--- src/rtl/fetch_pc_unit_pkg.sv ---
// Shared fetch-stage definitions: PC-select codes, the NOP encoding, FSM states and address helpers.
package fetch_pc_unit_pkg;

    localparam logic [1:0]  PC_SEL_PC4    = 2'b00;
    localparam logic [1:0]  PC_SEL_ALU    = 2'b01;
    localparam logic [1:0]  PC_SEL_PCIMM  = 2'b10;
    localparam logic [1:0]  PC_SEL_RS1IMM = 2'b11;

    localparam logic [31:0] INST_NOP      = 32'h0000_0013;

    typedef enum logic [1:0] {
        ST_BOOT  = 2'b00,
        ST_FETCH = 2'b01,
        ST_HOLD  = 2'b10
    } fetch_state_e;

    // Force an address onto a word boundary.
    function automatic logic [31:0] word_align(input logic [31:0] addr);
        return addr & 32'hFFFF_FFFC;
    endfunction

    // True when an address does not sit on a word boundary.
    function automatic logic is_misaligned(input logic [31:0] addr);
        return (addr[1:0] != 2'b00);
    endfunction

endpackage

--- src/rtl/fetch_fifo.sv ---
// Small synchronous FIFO holding {pc, inst} pairs between IMEM and decode.
// Flush empties it in one cycle; push into a full FIFO is only taken together with a pop.
module fetch_fifo #(
    parameter  int WIDTH = 64,
    parameter  int DEPTH = 2,
    localparam int PTR_W = $clog2(DEPTH),
    localparam int CNT_W = PTR_W + 1
) (
    input  logic             clk,
    input  logic             rst_n,
    input  logic             push,
    input  logic             pop,
    input  logic             flush,
    input  logic [WIDTH-1:0] din,
    output logic [WIDTH-1:0] dout,
    output logic             full,
    output logic             empty,
    output logic [CNT_W-1:0] count
);

    logic [WIDTH-1:0] mem_r [DEPTH];
    logic [PTR_W-1:0] rd_ptr_r;
    logic [PTR_W-1:0] wr_ptr_r;
    logic [CNT_W-1:0] count_r;
    logic             do_push_s;
    logic             do_pop_s;

    assign full      = (count_r == CNT_W'(DEPTH));
    assign empty     = (count_r == {CNT_W{1'b0}});
    assign count     = count_r;
    assign dout      = mem_r[rd_ptr_r];
    assign do_pop_s  = pop && !empty;
    assign do_push_s = push && (!full || do_pop_s);

    // Storage, pointers and occupancy; flush discards everything buffered.
    always_ff @(posedge clk or negedge rst_n) begin
        if (!rst_n) begin
            for (int i = 0; i < DEPTH; i++) begin
                mem_r[i] <= {WIDTH{1'b0}};
            end
            rd_ptr_r <= {PTR_W{1'b0}};
            wr_ptr_r <= {PTR_W{1'b0}};
            count_r  <= {CNT_W{1'b0}};
        end else if (flush) begin
            rd_ptr_r <= {PTR_W{1'b0}};
            wr_ptr_r <= {PTR_W{1'b0}};
            count_r  <= {CNT_W{1'b0}};
        end else begin
            if (do_push_s) begin
                mem_r[wr_ptr_r] <= din;
                wr_ptr_r        <= wr_ptr_r + PTR_W'(1);
            end
            if (do_pop_s) begin
                rd_ptr_r <= rd_ptr_r + PTR_W'(1);
            end
            count_r <= count_r + CNT_W'(do_push_s) - CNT_W'(do_pop_s);
        end
    end

endmodule

--- src/rtl/fetch_pc_unit.sv ---
// Fetch stage: owns the architectural PC, issues IMEM reads, buffers returned words
// for decode and discards wrong-path fetches when execute redirects the PC.
module fetch_pc_unit
    import fetch_pc_unit_pkg::*;
#(
    parameter logic [31:0] RESET_PC   = 32'h0000_2000,
    parameter int          FIFO_DEPTH = 2
) (
    input  logic        clk,
    input  logic        rst_n,
    input  logic [1:0]  pc_sel,
    input  logic        pc_sel_valid,
    input  logic [31:0] alu_target,
    input  logic [31:0] jal_target,
    input  logic [31:0] jalr_target,
    output logic [31:0] imem_addr,
    output logic        imem_req,
    input  logic [31:0] imem_rdata,
    output logic        inst_valid,
    input  logic        inst_ready,
    output logic [31:0] inst_data,
    output logic [31:0] inst_pc,
    output logic        redirect,
    output logic        misalign_err
);

    localparam int               CNT_W     = $clog2(FIFO_DEPTH) + 1;
    localparam int               OCC_W     = CNT_W + 1;
    localparam logic [OCC_W-1:0] DEPTH_OCC = OCC_W'(FIFO_DEPTH);

    fetch_state_e     state_r;
    fetch_state_e     state_next_s;
    logic [31:0]      pc_r;
    logic             epoch_r;
    logic             inflight_r;
    logic [31:0]      req_pc_r;
    logic             req_epoch_r;
    logic             redirect_r;
    logic             misalign_r;

    logic             take_redirect_s;
    logic [31:0]      target_s;
    logic             req_s;
    logic             push_s;
    logic             pop_s;
    logic             fifo_full_s;
    logic             fifo_empty_s;
    logic [CNT_W-1:0] count_s;
    logic [CNT_W-1:0] count_next_s;
    logic [OCC_W-1:0] occ_next_s;
    logic [63:0]      fifo_dout_s;

    // A non-sequential select from execute overrides everything else this cycle.
    assign take_redirect_s = pc_sel_valid && (pc_sel != PC_SEL_PC4);

    // Requests only go out in FETCH and never in a cycle that is being redirected.
    assign req_s  = (state_r == ST_FETCH) && !take_redirect_s;

    // Returning word is kept only if it belongs to the current path and no flush is happening.
    assign push_s = inflight_r && (req_epoch_r == epoch_r) && !take_redirect_s
                    && (!fifo_full_s || pop_s);
    assign pop_s  = !fifo_empty_s && inst_ready && !take_redirect_s;

    assign imem_addr    = pc_r;
    assign imem_req     = req_s;
    assign inst_valid   = !fifo_empty_s;
    assign inst_pc      = fifo_dout_s[63:32];
    assign inst_data    = fifo_dout_s[31:0];
    assign redirect     = redirect_r;
    assign misalign_err = misalign_r;

    // Redirect target selection; JALR drops bit 0 before alignment checking.
    always_comb begin
        target_s = alu_target;
        case (pc_sel)
            PC_SEL_ALU:    target_s = alu_target;
            PC_SEL_PCIMM:  target_s = jal_target;
            PC_SEL_RS1IMM: target_s = jalr_target & 32'hFFFF_FFFE;
            default:       target_s = alu_target;
        endcase
    end

    // Buffer occupancy after this edge, counting the request about to be issued.
    always_comb begin
        count_next_s = count_s;
        if (take_redirect_s) begin
            count_next_s = {CNT_W{1'b0}};
        end else begin
            count_next_s = count_s + CNT_W'(push_s) - CNT_W'(pop_s);
        end
        occ_next_s = {1'b0, count_next_s} + OCC_W'(req_s);
    end

    // Next FSM state: stall fetching once every buffer slot is claimed.
    always_comb begin
        state_next_s = state_r;
        case (state_r)
            ST_BOOT: begin
                state_next_s = ST_FETCH;
            end
            ST_FETCH, ST_HOLD: begin
                if (take_redirect_s) begin
                    state_next_s = ST_FETCH;
                end else if (occ_next_s >= DEPTH_OCC) begin
                    state_next_s = ST_HOLD;
                end else begin
                    state_next_s = ST_FETCH;
                end
            end
            default: begin
                state_next_s = ST_BOOT;
            end
        endcase
    end

    // FSM state plus the registered redirect/misalign pulses.
    always_ff @(posedge clk or negedge rst_n) begin
        if (!rst_n) begin
            state_r    <= ST_BOOT;
            redirect_r <= 1'b0;
            misalign_r <= 1'b0;
        end else begin
            state_r    <= state_next_s;
            redirect_r <= take_redirect_s;
            misalign_r <= take_redirect_s && is_misaligned(target_s);
        end
    end

    // PC, path epoch and in-flight request tracking.
    always_ff @(posedge clk or negedge rst_n) begin
        if (!rst_n) begin
            pc_r        <= RESET_PC;
            epoch_r     <= 1'b0;
            inflight_r  <= 1'b0;
            req_pc_r    <= 32'h0000_0000;
            req_epoch_r <= 1'b0;
        end else begin
            inflight_r <= req_s;
            if (take_redirect_s) begin
                pc_r    <= word_align(target_s);
                epoch_r <= ~epoch_r;
            end else if (req_s) begin
                pc_r    <= pc_r + 32'd4;
            end
            if (req_s) begin
                req_pc_r    <= pc_r;
                req_epoch_r <= epoch_r;
            end
        end
    end

    fetch_fifo #(
        .WIDTH (64),
        .DEPTH (FIFO_DEPTH)
    ) u_fifo (
        .clk   (clk),
        .rst_n (rst_n),
        .push  (push_s),
        .pop   (pop_s),
        .flush (take_redirect_s),
        .din   ({req_pc_r, imem_rdata}),
        .dout  (fifo_dout_s),
        .full  (fifo_full_s),
        .empty (fifo_empty_s),
        .count (count_s)
    );

endmodule

--- config.mk ---
export PLATFORM = sky130hd
export DESIGN_NAME = fetch_pc_unit
export DESIGN_NICKNAME = d
export VERILOG_FILES = /design/src/rtl/fetch_pc_unit_pkg.sv /design/src/rtl/fetch_fifo.sv /design/src/rtl/fetch_pc_unit.sv
export SDC_FILE = /design/constraint.sdc
export NUM_CORES = 1
export LEC_CHECK = 0
export CAP_MARGIN = 20
export CORE_ASPECT_RATIO = 1.25
export CORE_MARGIN = 1.5
export CORE_UTILIZATION = 50
export DETAILED_ROUTE_END_ITERATION = 12
export PLACE_DENSITY_LB_ADDON = 0.15
export SKIP_CTS_REPAIR_TIMING = 1
export SYNTH_ARGS = -nofsm -noshare
export SYNTH_HDL_FRONTEND = slang
export SYNTH_SLANG_ARGS = --single-unit
--- constraint.sdc ---
create_clock -name clk -period 2.09 [get_ports clk]
set_input_delay 0.3135 -clock clk [delete_from_list [all_inputs] [get_ports clk]]
set_output_delay 0.3135 -clock clk [all_outputs]
set_load 0.01 [all_outputs]
# Yosys cells after proc, flatten, opt, wreduce, memory -nomap -nowiden
# Index checks and enable logic that the tools add are counted.
# totals
register_bits	203
elab_cells	78
# classes
addsub	8
n_lt_le_gt_ge	4
eq_ne	6
muxes	18
bitwise	4
n_reduce_logical	25
# op_table
operator	n
64-bit 2-to-1 mux	4
128-bit bitwise mux	1
64-bit demux with 1-bit select	1
32-bit 2-to-1 mux	2
32-bit case mux with 2 select lines	1
32-bit by 3-bit adder with 32-bit output, second input constant	1
1-bit logical AND	11
2-bit nonzero test	5
2-bit == test, second input constant	4
2-bit 2-to-1 mux	4
2-bit by 1-bit adder with 2-bit output	2
2-bit greater-or-equal comparator, second input constant	2
2-bit logical NOT	2
1-bit 2-to-1 mux	4
1-bit NOT with 2-bit output	2
2-bit case mux with 2 select lines	1
2-bit by 1-bit subtractor with 2-bit output	2
2-bit by 1-bit adder with 3-bit output	1
3-bit by 2-bit greater-or-equal comparator with 1-bit output, second input constant	1
1-bit logical NOT	3
1-bit adder, second input constant	2
2-bit by 1-bit == test with 1-bit output, second input constant	1
1-bit logical OR	2
2-bit by 1-bit less-than comparator with 1-bit output, second input constant	1
other kinds (4)	5

# Longest topological paths before layout
# Gate-level depths: netlist of run 1.
# logic_depth
word_depth	14
depth_mapped	11

# Cells and area by module
# From an unflattened synthesis of run 1, not the netlist that was laid out.
# unflattened
cells_unflattened	789
hier_area_um2	10059.6
# by_module_without_submodules
mod	n_inst	cells_each	area_per_inst_um2
fetch_fifo	1	365	5979.5
fetch_pc_unit	1	424	4080.2

# Worst setup path before layout of run 1
# No wires, ideal clock.
# synth_timing
path_type	input -> register
startpoint	input port pc_sel[1]
endpoint	register u_fifo.count_r[1] (netlist: u_fifo.count[1])
setup_ns	0.131
t_arrival_ns	1.865
t_required_ns	1.959
slack_ns	0.094
cell_stages	10
path_cell_list	buf_2 o21ai_2 inv_2 buf_1 buf_1 nor3_1 ha_1 xnor2_1 xnor2_1 nor2_1
# synth_between
elab_chain_len	10
# synth_rtl
element	line	source
start, declared	fetch_pc_unit.sv:11	input logic [1:0] pc_sel,
2-bit nonzero test *	fetch_pc_unit.sv:54	assign take_redirect_s = pc_sel_valid && (pc_sel != PC_SEL_PC4);
1-bit logical AND *	fetch_pc_unit.sv:54	
net take_redirect_s	fetch_pc_unit.sv:41	logic take_redirect_s;
1-bit logical NOT	fetch_pc_unit.sv:60, fetch_pc_unit.sv:62	
1-bit logical AND	fetch_pc_unit.sv:62	assign pop_s = !fifo_empty_s && inst_ready && !take_redirect_s;
1-bit logical OR or 1-bit logical AND (tied branches)	fetch_pc_unit.sv:61, fetch_fifo.sv:32	
1-bit logical AND or 1-bit logical OR (tied branches)	fetch_pc_unit.sv:61, fetch_fifo.sv:33	
1-bit logical AND	fetch_fifo.sv:33	assign do_push_s = push && (!full || do_pop_s);
2-bit by 1-bit adder with 2-bit output	fetch_fifo.sv:56	count_r <= count_r + CNT_W'(do_push_s) - CNT_W'(do_pop_s);
2-bit by 1-bit subtractor with 2-bit output	fetch_fifo.sv:56	
2-bit 2-to-1 mux *	fetch_fifo.sv:44	end else if (flush) begin
end signal, assigned	fetch_fifo.sv:43	count_r <= {CNT_W{1'b0}};
end signal, assigned	fetch_fifo.sv:47	count_r <= {CNT_W{1'b0}};
end signal, assigned	fetch_fifo.sv:56	
end, declared	fetch_fifo.sv:24	logic [CNT_W-1:0] count_r;
# Mark *: on every way through the listed nets, which the timed path passes. The rest lies on a longest branch.
# A chain may end at the register's enable or synchronous reset.

# Final worst setup path of run 1
# layout_timing
startpoint	register u_fifo.rd_ptr_r
endpoint	output port inst_pc[29]
# layout_between
elab_chain_len	4
# layout_rtl
element	line	source
start, declared	fetch_fifo.sv:22	logic [PTR_W-1:0] rd_ptr_r;
start signal, assigned	fetch_fifo.sv:41	rd_ptr_r <= {PTR_W{1'b0}};
start signal, assigned	fetch_fifo.sv:45	rd_ptr_r <= {PTR_W{1'b0}};
start signal, assigned	fetch_fifo.sv:54	rd_ptr_r <= rd_ptr_r + PTR_W'(1);
1-bit NOT with 2-bit output (implied by the code)	fetch_fifo.sv:31	assign dout = mem_r[rd_ptr_r];
64-bit 2-to-1 mux (implied by the code) (3 in series)	fetch_fifo.sv:31	
end, declared	fetch_pc_unit.sv:22	output logic [31:0] inst_pc,
# Every way passes these cells. The select of a mux whose other input is x is not followed.

==> results of run 1 <==
## registers in the layout, indices dropped and copies added, names as in the netlist
name	flops
u_fifo.wr_ptr_r	1
u_fifo.count	2
u_fifo.rd_ptr_r	1
req_epoch_r	1
inflight_r	1
redirect	1
u_fifo.mem_r	124
req_pc_r	30
misalign_err	1
state_r	2
imem_addr	30
epoch_r	1
## cells in the mapped netlist (all sizes together) (8+ instances only)
cell	n
nand2	50
xor2	15
xnor2	9
nand3	16
nor2	19
mux2i	29
nand4	10
a22oi	14
mux2	217
a21oi	18
inv	10
clkbuf	13
nor3	8
o21ai	28
dfrtp	194
buf	36
## cells by family after synthesis
family / share of synthesized area [%]
AO/OA/AOI/OAI: 6.34
XOR/XNOR: 2.21
adder cells (fa/ha/maj): 0.922
buffers and inverters: 3.17
flip-flops: 51.4
multiplexers: 28.8
other: 0.0395
AND/OR/NAND/NOR: 7.15
## metrics by stage
stage               power, mW  utilization, %  TNS, ns  hold WS [ns]  std cells
floorplan                10.6               -        0        0.0179        763
global placement         14.1            66.7   -20.49         0.287       1239
detailed placement       14.3            66.7   -22.51         0.290       1239
CTS                      17.6            69.9    -9.93        -0.162       1271
global route             18.4            70.9    -1.54         0.417       1274
finish                   17.3            70.9   -0.978         0.400       1274
## worst min-delay path by stage
stage                              endpoint  cells after the start
2_1_floorplan           epoch_r$_DFFE_PN0N_                      0
3_3_place_gp   u_fifo.mem_r[27]$_DFFE_PN0P_                      1
5_1_grt        u_fifo.mem_r[91]$_DFFE_PN0P_                      2
6_report       u_fifo.mem_r[27]$_DFFE_PN0P_                      2
4_1_cts        u_fifo.mem_r[27]$_DFFE_PN0P_                      1
3_5_place_dp   u_fifo.mem_r[27]$_DFFE_PN0P_                      1
## power by group through the flow
stage          Clock (mW)  Sequential (mW)  Combinational (mW)
6_report             3.20             6.46                7.62
5_1_grt              3.43             6.70                8.23
4_1_cts              3.28             6.45                7.86
3_5_place_dp            0             6.52                7.80
3_3_place_gp            0             6.43                7.66
2_1_floorplan           0             6.33                4.24
## routing by layer
| metal | global-route usage, % | up-vias | share of wire, % |
|---|---|---|---|
| met1 | 29.0 | 3345 | 43 |
| met3 | 5.06 | 32 | 6.3 |
| met4 | 8.48 | 0 | 2.2 |
| li1 | - | 3278 | - |
| met5 | 0 | - | 0 |
| met2 | 40.7 | 254 | 49 |
## cell type report
| type | count | area share [%] |
|---|---|---|
| multi-input combinational | 509 | 32.8 |
| timing repair buffer | 296 | 23.5 |
| clock inverter | 8 | 0.764 |
| clock buffer | 24 | 3.63 |
| inverter | 10 | 0.283 |
| tap | 232 | 2.19 |
| sequential | 195 | 36.8 |
## worst max-delay path, delay by kind of cell, from the launching register on
kind	cells	cell delay [ns]
flops	1	0.44
mux	1	0.35
buf+inv	2	0.68
==> run_summary.xml, run 1 <==
<?xml version="1.0" encoding="UTF-8"?>
<metrics>
  <group name="status">
    <metric name="status" unit="">complete, but fails checks</metric>
    <metric name="violated_checks" unit="">negative setup slack</metric>
  </group>
  <group name="floorplan">
    <metric name="dieArea" unit="um2">19800</metric>
    <metric name="placementRows" unit="">56</metric>
    <metric name="floorplan.core_area" unit="um2">18700</metric>
    <metric name="chipHeight" unit="um">157</metric>
    <metric name="starting_density" unit="%">50.8</metric>
    <metric name="num_io_pins" unit="">234</metric>
    <metric name="dieWidth" unit="um">126</metric>
  </group>
  <group name="sta">
    <metric name="finalHoldViolCount" unit="">0</metric>
    <metric name="finalSetupViolCount" unit="">10</metric>
    <metric name="achievable-frequency" unit="MHz">455</metric>
    <metric name="min_period_over_period" unit="%">105</metric>
    <metric name="final.min_clock_period" unit="ns">2.20</metric>
    <metric name="rsz0062_at_grt" unit="">yes</metric>
    <metric name="finalClockSkew" unit="ns">0.00843</metric>
    <metric name="report.final.slew_viol_count" unit="">0</metric>
    <metric name="worst_slack" unit="ns">-0.108</metric>
  </group>
  <group name="power">
    <metric name="clkPwrFrac" unit="%">18.5</metric>
    <metric name="irDropWorstVdd" unit="mV">0.854</metric>
    <metric name="power.static_leakage" unit="nW">6.08</metric>
    <metric name="power.share.switching" unit="%">31.3</metric>
    <metric name="p_int" unit="mW">11.9</metric>
    <metric name="seq_power_share" unit="%">37.4</metric>
    <metric name="combPwrFrac" unit="%">44.1</metric>
    <metric name="power.density_cell_area" unit="nW/um2">1300</metric>
    <metric name="reported_net_switching_power" unit="mW">5.40</metric>
  </group>
  <group name="synthesis">
    <metric name="synth_seq_cells" unit="">195</metric>
    <metric name="synth_area_per_cell" unit="um2">12.5</metric>
    <metric name="ys_seq_area_share" unit="%">51.4</metric>
    <metric name="share_of_async_settable_or_async_resettable_flops_after_synthesis" unit="%">100</metric>
    <metric name="synth_enable_flop_cells" unit="">0</metric>
    <metric name="synth_area_leaders" unit="">sky130_fd_sc_hd__dfrtp_1, sky130_fd_sc_hd__mux2_2, sky130_fd_sc_hd__mux2_1, sky130_fd_sc_hd__mux2i_1, sky130_fd_sc_hd__nand2_1</metric>
    <metric name="dominantRegCellSynth" unit="">sky130_fd_sc_hd__dfrtp_1</metric>
    <metric name="ys.warnings.count" unit="">0</metric>
    <metric name="synth_area" unit="um2">9500</metric>
    <metric name="yosys.area.top_type" unit="">sky130_fd_sc_hd__dfrtp_1</metric>
    <metric name="post_synth_inst_count" unit="">760</metric>
    <metric name="netlist-cell-type-count" unit="">55</metric>
    <metric name="synth_top_area_share" unit="%">51.1</metric>
  </group>
  <group name="global_route">
    <metric name="grt_util_all_layers" unit="%">23.5</metric>
    <metric name="grt_first_pass_wirelength" unit="mm">36.6</metric>
    <metric name="largest_net_degree_at_the_start_of_global_routing" unit="">56</metric>
    <metric name="grt.overflow.total" unit="">0</metric>
    <metric name="initial_antenna_violation_count" unit="">0</metric>
    <metric name="via_count_of_the_first_global_routing_pass" unit="">7248</metric>
  </group>
  <group name="setup_path">
    <metric name="arrival" unit="ns">1.88</metric>
    <metric name="timing.critical_path.slowest_cell_delay" unit="ns">0.49</metric>
    <metric name="timing.critical_path.slowest_stage_cell" unit="">sky130_fd_sc_hd__clkdlybuf4s50_1</metric>
    <metric name="ff2ff_setup_slack" unit="ns">0.15</metric>
    <metric name="worst-endpoint-required" unit="ns">1.78</metric>
    <metric name="end_kind" unit="">output pin</metric>
    <metric name="rr_startpoint" unit="">imem_addr[13]$_DFFE_PN1P_</metric>
    <metric name="cp_cell_sequence" unit="">buf_12 -&gt; mux2_2 -&gt; clkdlybuf4s50_1</metric>
    <metric name="crit_path_class" unit="">flip-flop to output pin</metric>
    <metric name="worstSetupStartpointType" unit="">flip-flop</metric>
    <metric name="critPathLaunch" unit="">u_fifo.rd_ptr_r$_DFFE_PN0P_</metric>
    <metric name="endpoint" unit="">inst_pc[29]</metric>
    <metric name="critical_path_peak_fanout" unit="">18</metric>
    <metric name="reg2regPathDepth" unit="">5</metric>
    <metric name="critical_path.reg2reg.endpoint" unit="">imem_addr[31]$_DFFE_PN0P_</metric>
  </group>
  <group name="cts">
    <metric name="cts-buffers-inserted" unit="">17</metric>
    <metric name="clock_tree.root_cell" unit="">sky130_fd_sc_hd__clkbuf_16</metric>
    <metric name="cts_max_path_buffers" unit="">2</metric>
    <metric name="clk_latency" unit="ns">0.42</metric>
    <metric name="clock_tree_from_tritoncts" unit="">yes</metric>
    <metric name="cts-htree-levels" unit="">4</metric>
    <metric name="clock_sinks" unit="">195</metric>
    <metric name="cts.clk_slew.worst_paths" unit="ns">0.06</metric>
  </group>
  <group name="placed_design">
    <metric name="dpl_cell_area" unit="um2">12500</metric>
    <metric name="routabilityCongestion" unit="">0.834</metric>
    <metric name="dpl.hpwl" unit="mm">16.3</metric>
    <metric name="post-place-ws" unit="ns">-0.248</metric>
    <metric name="place.port_buffers" unit="">228</metric>
  </group>
  <group name="hold_path">
    <metric name="type_of_the_worst_min_delay_path" unit="">input port to asynchronous set/reset pin</metric>
  </group>
  <group name="flow_run">
    <metric name="maxCapViolCount" unit="">0</metric>
  </group>
  <group name="final_layout">
    <metric name="net_total_in_the_final_layout" unit="">1170</metric>
    <metric name="antennaDiodeCount" unit="">0</metric>
    <metric name="final_area" unit="um2">13300</metric>
    <metric name="register_area" unit="um2">4880</metric>
    <metric name="drive_above_1_share" unit="%">25.1</metric>
    <metric name="most-common-layout-cells" unit="">sky130_fd_sc_hd__dfrtp_1, sky130_fd_sc_hd__clkdlybuf4s50_1, sky130_fd_sc_hd__mux2_2, sky130_fd_sc_hd__mux2_1, sky130_fd_sc_hd__dlymetal6s2s_1</metric>
    <metric name="layout_commonest_cell" unit="">sky130_fd_sc_hd__dfrtp_1</metric>
    <metric name="fillerInstances" unit="">1336</metric>
    <metric name="area_growth_syn_to_layout" unit="%">39.6</metric>
    <metric name="multiInputGateArea" unit="um2">4360</metric>
  </group>
  <group name="detailed_routing">
    <metric name="wire_per_inst" unit="um">17.6</metric>
    <metric name="antenna_violating_nets_post_route" unit="">0</metric>
    <metric name="total_number_of_vias" unit="">6909</metric>
    <metric name="detail_route.wirelength" unit="mm">22.4</metric>
    <metric name="drt_pass1_iterations" unit="">4</metric>
    <metric name="vias_per_cell" unit="">5.42</metric>
    <metric name="drtIter0Drc" unit="">238</metric>
    <metric name="drc_violation_count_after_routing" unit="">0</metric>
  </group>
</metrics>
(Power assumes the default switching activity.)
==> inputs of run 2 (changes only) <==
- CORE_ASPECT_RATIO: 1.25 -> 1.75
- PLACE_DENSITY: default -> 0.81
- PLACE_DENSITY_LB_ADDON: 0.15 -> default
==> run_summary.xml, run 2 (synthesis results as in run 1) <==
<?xml version="1.0" encoding="UTF-8"?>
<metrics>
  <group name="placed_design">
    <metric name="place.port_buffers" unit="">228</metric>
    <metric name="dpl.cell_count" unit="">1234</metric>
    <metric name="dpl.hpwl" unit="mm">16.4</metric>
    <metric name="post-place-ws" unit="ns">-0.268</metric>
    <metric name="routabilityCongestion" unit="">0.897</metric>
    <metric name="dpl_cell_area" unit="um2">12400</metric>
  </group>
  <group name="detailed_routing">
    <metric name="drc_violation_count_after_routing" unit="">0</metric>
    <metric name="antenna_violating_nets_post_route" unit="">0</metric>
    <metric name="vias_per_cell" unit="">5.51</metric>
    <metric name="detail_route.wirelength" unit="mm">22.7</metric>
    <metric name="drt_pass1_iterations" unit="">6</metric>
    <metric name="drtIter0Drc" unit="">299</metric>
    <metric name="total_number_of_vias" unit="">7015</metric>
    <metric name="wire_per_inst" unit="um">17.8</metric>
  </group>
  <group name="cts">
    <metric name="clock_sinks" unit="">195</metric>
    <metric name="clk_latency" unit="ns">0.43</metric>
    <metric name="cts-htree-levels" unit="">4</metric>
    <metric name="clock_tree.root_cell" unit="">sky130_fd_sc_hd__clkbuf_16</metric>
    <metric name="cts-buffers-inserted" unit="">17</metric>
    <metric name="cts_max_path_buffers" unit="">2</metric>
    <metric name="clock_tree_from_tritoncts" unit="">yes</metric>
    <metric name="cts.clk_slew.worst_paths" unit="ns">0.08</metric>
  </group>
  <group name="sta">
    <metric name="report.final.slew_viol_count" unit="">0</metric>
    <metric name="finalHoldViolCount" unit="">0</metric>
    <metric name="finalClockSkew" unit="ns">0.0109</metric>
    <metric name="achievable-frequency" unit="MHz">508</metric>
    <metric name="final.min_clock_period" unit="ns">1.97</metric>
    <metric name="finalSetupViolCount" unit="">0</metric>
    <metric name="min_period_over_period" unit="%">94.3</metric>
    <metric name="worst_slack" unit="ns">0.120</metric>
  </group>
  <group name="power">
    <metric name="irDropWorstVdd" unit="mV">0.707</metric>
    <metric name="power.static_leakage" unit="nW">6.11</metric>
    <metric name="power.density_cell_area" unit="nW/um2">1300</metric>
    <metric name="design_power_total" unit="mW">17.1</metric>
  </group>
  <group name="global_route">
    <metric name="via_count_of_the_first_global_routing_pass" unit="">7343</metric>
    <metric name="grt_util_all_layers" unit="%">23.2</metric>
    <metric name="largest_net_degree_at_the_start_of_global_routing" unit="">61</metric>
    <metric name="grt.overflow.total" unit="">0</metric>
    <metric name="grt_first_pass_wirelength" unit="mm">35.6</metric>
    <metric name="initial_antenna_violation_count" unit="">0</metric>
  </group>
  <group name="floorplan">
    <metric name="dieArea" unit="um2">19900</metric>
    <metric name="starting_density" unit="%">51.1</metric>
    <metric name="num_io_pins" unit="">234</metric>
    <metric name="dieWidth" unit="um">107</metric>
    <metric name="chipHeight" unit="um">185</metric>
    <metric name="floorplan.core_area" unit="um2">18600</metric>
    <metric name="placementRows" unit="">66</metric>
  </group>
  <group name="final_layout">
    <metric name="drive_above_1_share" unit="%">25.0</metric>
    <metric name="layout.core_utilization" unit="%">71.0</metric>
    <metric name="most-common-layout-cells" unit="">sky130_fd_sc_hd__dfrtp_1, sky130_fd_sc_hd__clkdlybuf4s50_1, sky130_fd_sc_hd__mux2_2, sky130_fd_sc_hd__mux2_1, sky130_fd_sc_hd__dlymetal6s2s_1</metric>
    <metric name="flip_flop_count_of_the_largest_register_after_layout" unit="">124</metric>
    <metric name="post_layout_nonfiller_instances" unit="">1272</metric>
    <metric name="register_area" unit="um2">4880</metric>
    <metric name="net_total_in_the_final_layout" unit="">1162</metric>
    <metric name="multiInputGateArea" unit="um2">4360</metric>
    <metric name="antennaDiodeCount" unit="">0</metric>
    <metric name="largest_register" unit="">u_fifo.mem_r</metric>
    <metric name="layout_commonest_cell" unit="">sky130_fd_sc_hd__dfrtp_1</metric>
    <metric name="final_area" unit="um2">13200</metric>
    <metric name="fillerInstances" unit="">1330</metric>
    <metric name="area_growth_syn_to_layout" unit="%">38.9</metric>
  </group>
  <group name="setup_path">
    <metric name="worstSetupStartpointType" unit="">flip-flop</metric>
    <metric name="critPathLaunch" unit="">imem_addr[13]$_DFFE_PN1P_</metric>
    <metric name="critical_path_peak_fanout" unit="">4</metric>
    <metric name="worst-endpoint-required" unit="ns">1.78</metric>
    <metric name="rr_startpoint" unit="">epoch_r$_DFFE_PN0N_</metric>
    <metric name="arrival" unit="ns">1.66</metric>
    <metric name="crit_path_class" unit="">flip-flop to output pin</metric>
    <metric name="end_kind" unit="">output pin</metric>
  </group>
  <group name="flow_run">
    <metric name="maxCapViolCount" unit="">0</metric>
  </group>
  <group name="hold_path">
    <metric name="type_of_the_worst_min_delay_path" unit="">input port to asynchronous set/reset pin</metric>
  </group>
  <group name="status">
    <metric name="status" unit="">complete, no violations</metric>
  </group>
</metrics>
run 2: cell count changes in the layout (fill, tap and decap cells not counted), moves of 3 or more:
cell,previous run,this run
sky130_fd_sc_hd__buf_4,52,46
sky130_fd_sc_hd__clkdlybuf4s50_1,173,163
sky130_fd_sc_hd__clkinvlp_4,0,3
sky130_fd_sc_hd__clkbuf_8,4,1
sky130_fd_sc_hd__inv_6,1,7
sky130_fd_sc_hd__clkbuf_1,4,0
sky130_fd_sc_hd__dlymetal6s2s_1,53,63
sky130_fd_sc_hd__buf_12,15,11
run 2: layout make-up:
cell class	instances	share of cell area (%)
sequential	195	37.0
multi-input combinational	509	33.0
timing repair buffer	288	23.1
clock buffer	17	3.22
tap	238	2.26
clock inverter	15	1.09
inverter	10	0.285
run 2: power breakdown:
part	switching (mW)	total, mW	internal (mW)
logic	3.09	7.50	4.41
registers	1.03	6.52	5.49
clock network	1.53	3.11	1.58
run 2: metrics by stage:
stage | setup TNS, ns | hold slack, ns
2_1_floorplan | 0 | 0.0179
3_3_place_gp | -21.15 | 0.260
3_5_place_dp | -24.69 | 0.257
4_1_cts | -13.80 | -0.197
5_1_grt | -0.0365 | 0.387
6_report | 0 | 0.364
run 2: path summary, 6_finish.rpt:
path	endpoint	slack (ns)	cells after the start
min in group clk	u_fifo.mem_r[95]$_DFFE_PN0P_	0.49	1
max reg2reg	state_r[0]$_DFF_PN0_	0.16	8
max	imem_addr[13]	0.12	2
min reg2reg	u_fifo.mem_r[95]$_DFFE_PN0P_	0.49	1
max in group asynchronous	imem_addr[13]$_DFFE_PN1P_	1.03	3
min	u_fifo.mem_r[38]$_DFFE_PN0P_	0.36	2
run 2: worst max-delay path, cell delays in order, from the launching register on:
cell and delay (ns):
sky130_fd_sc_hd__dfstp_2 0.54, sky130_fd_sc_hd__buf_4 0.14, sky130_fd_sc_hd__clkdlybuf4s50_1 0.55
run 2: metal layers:
layer	track usage (%)	vias to the layer above	share of wire, %
met5	0	-	0
met2	43.6	240	55
met3	4.33	36	4.3
met1	25.1	3472	38
li1	-	3267	-
met4	9.33	0	2.7
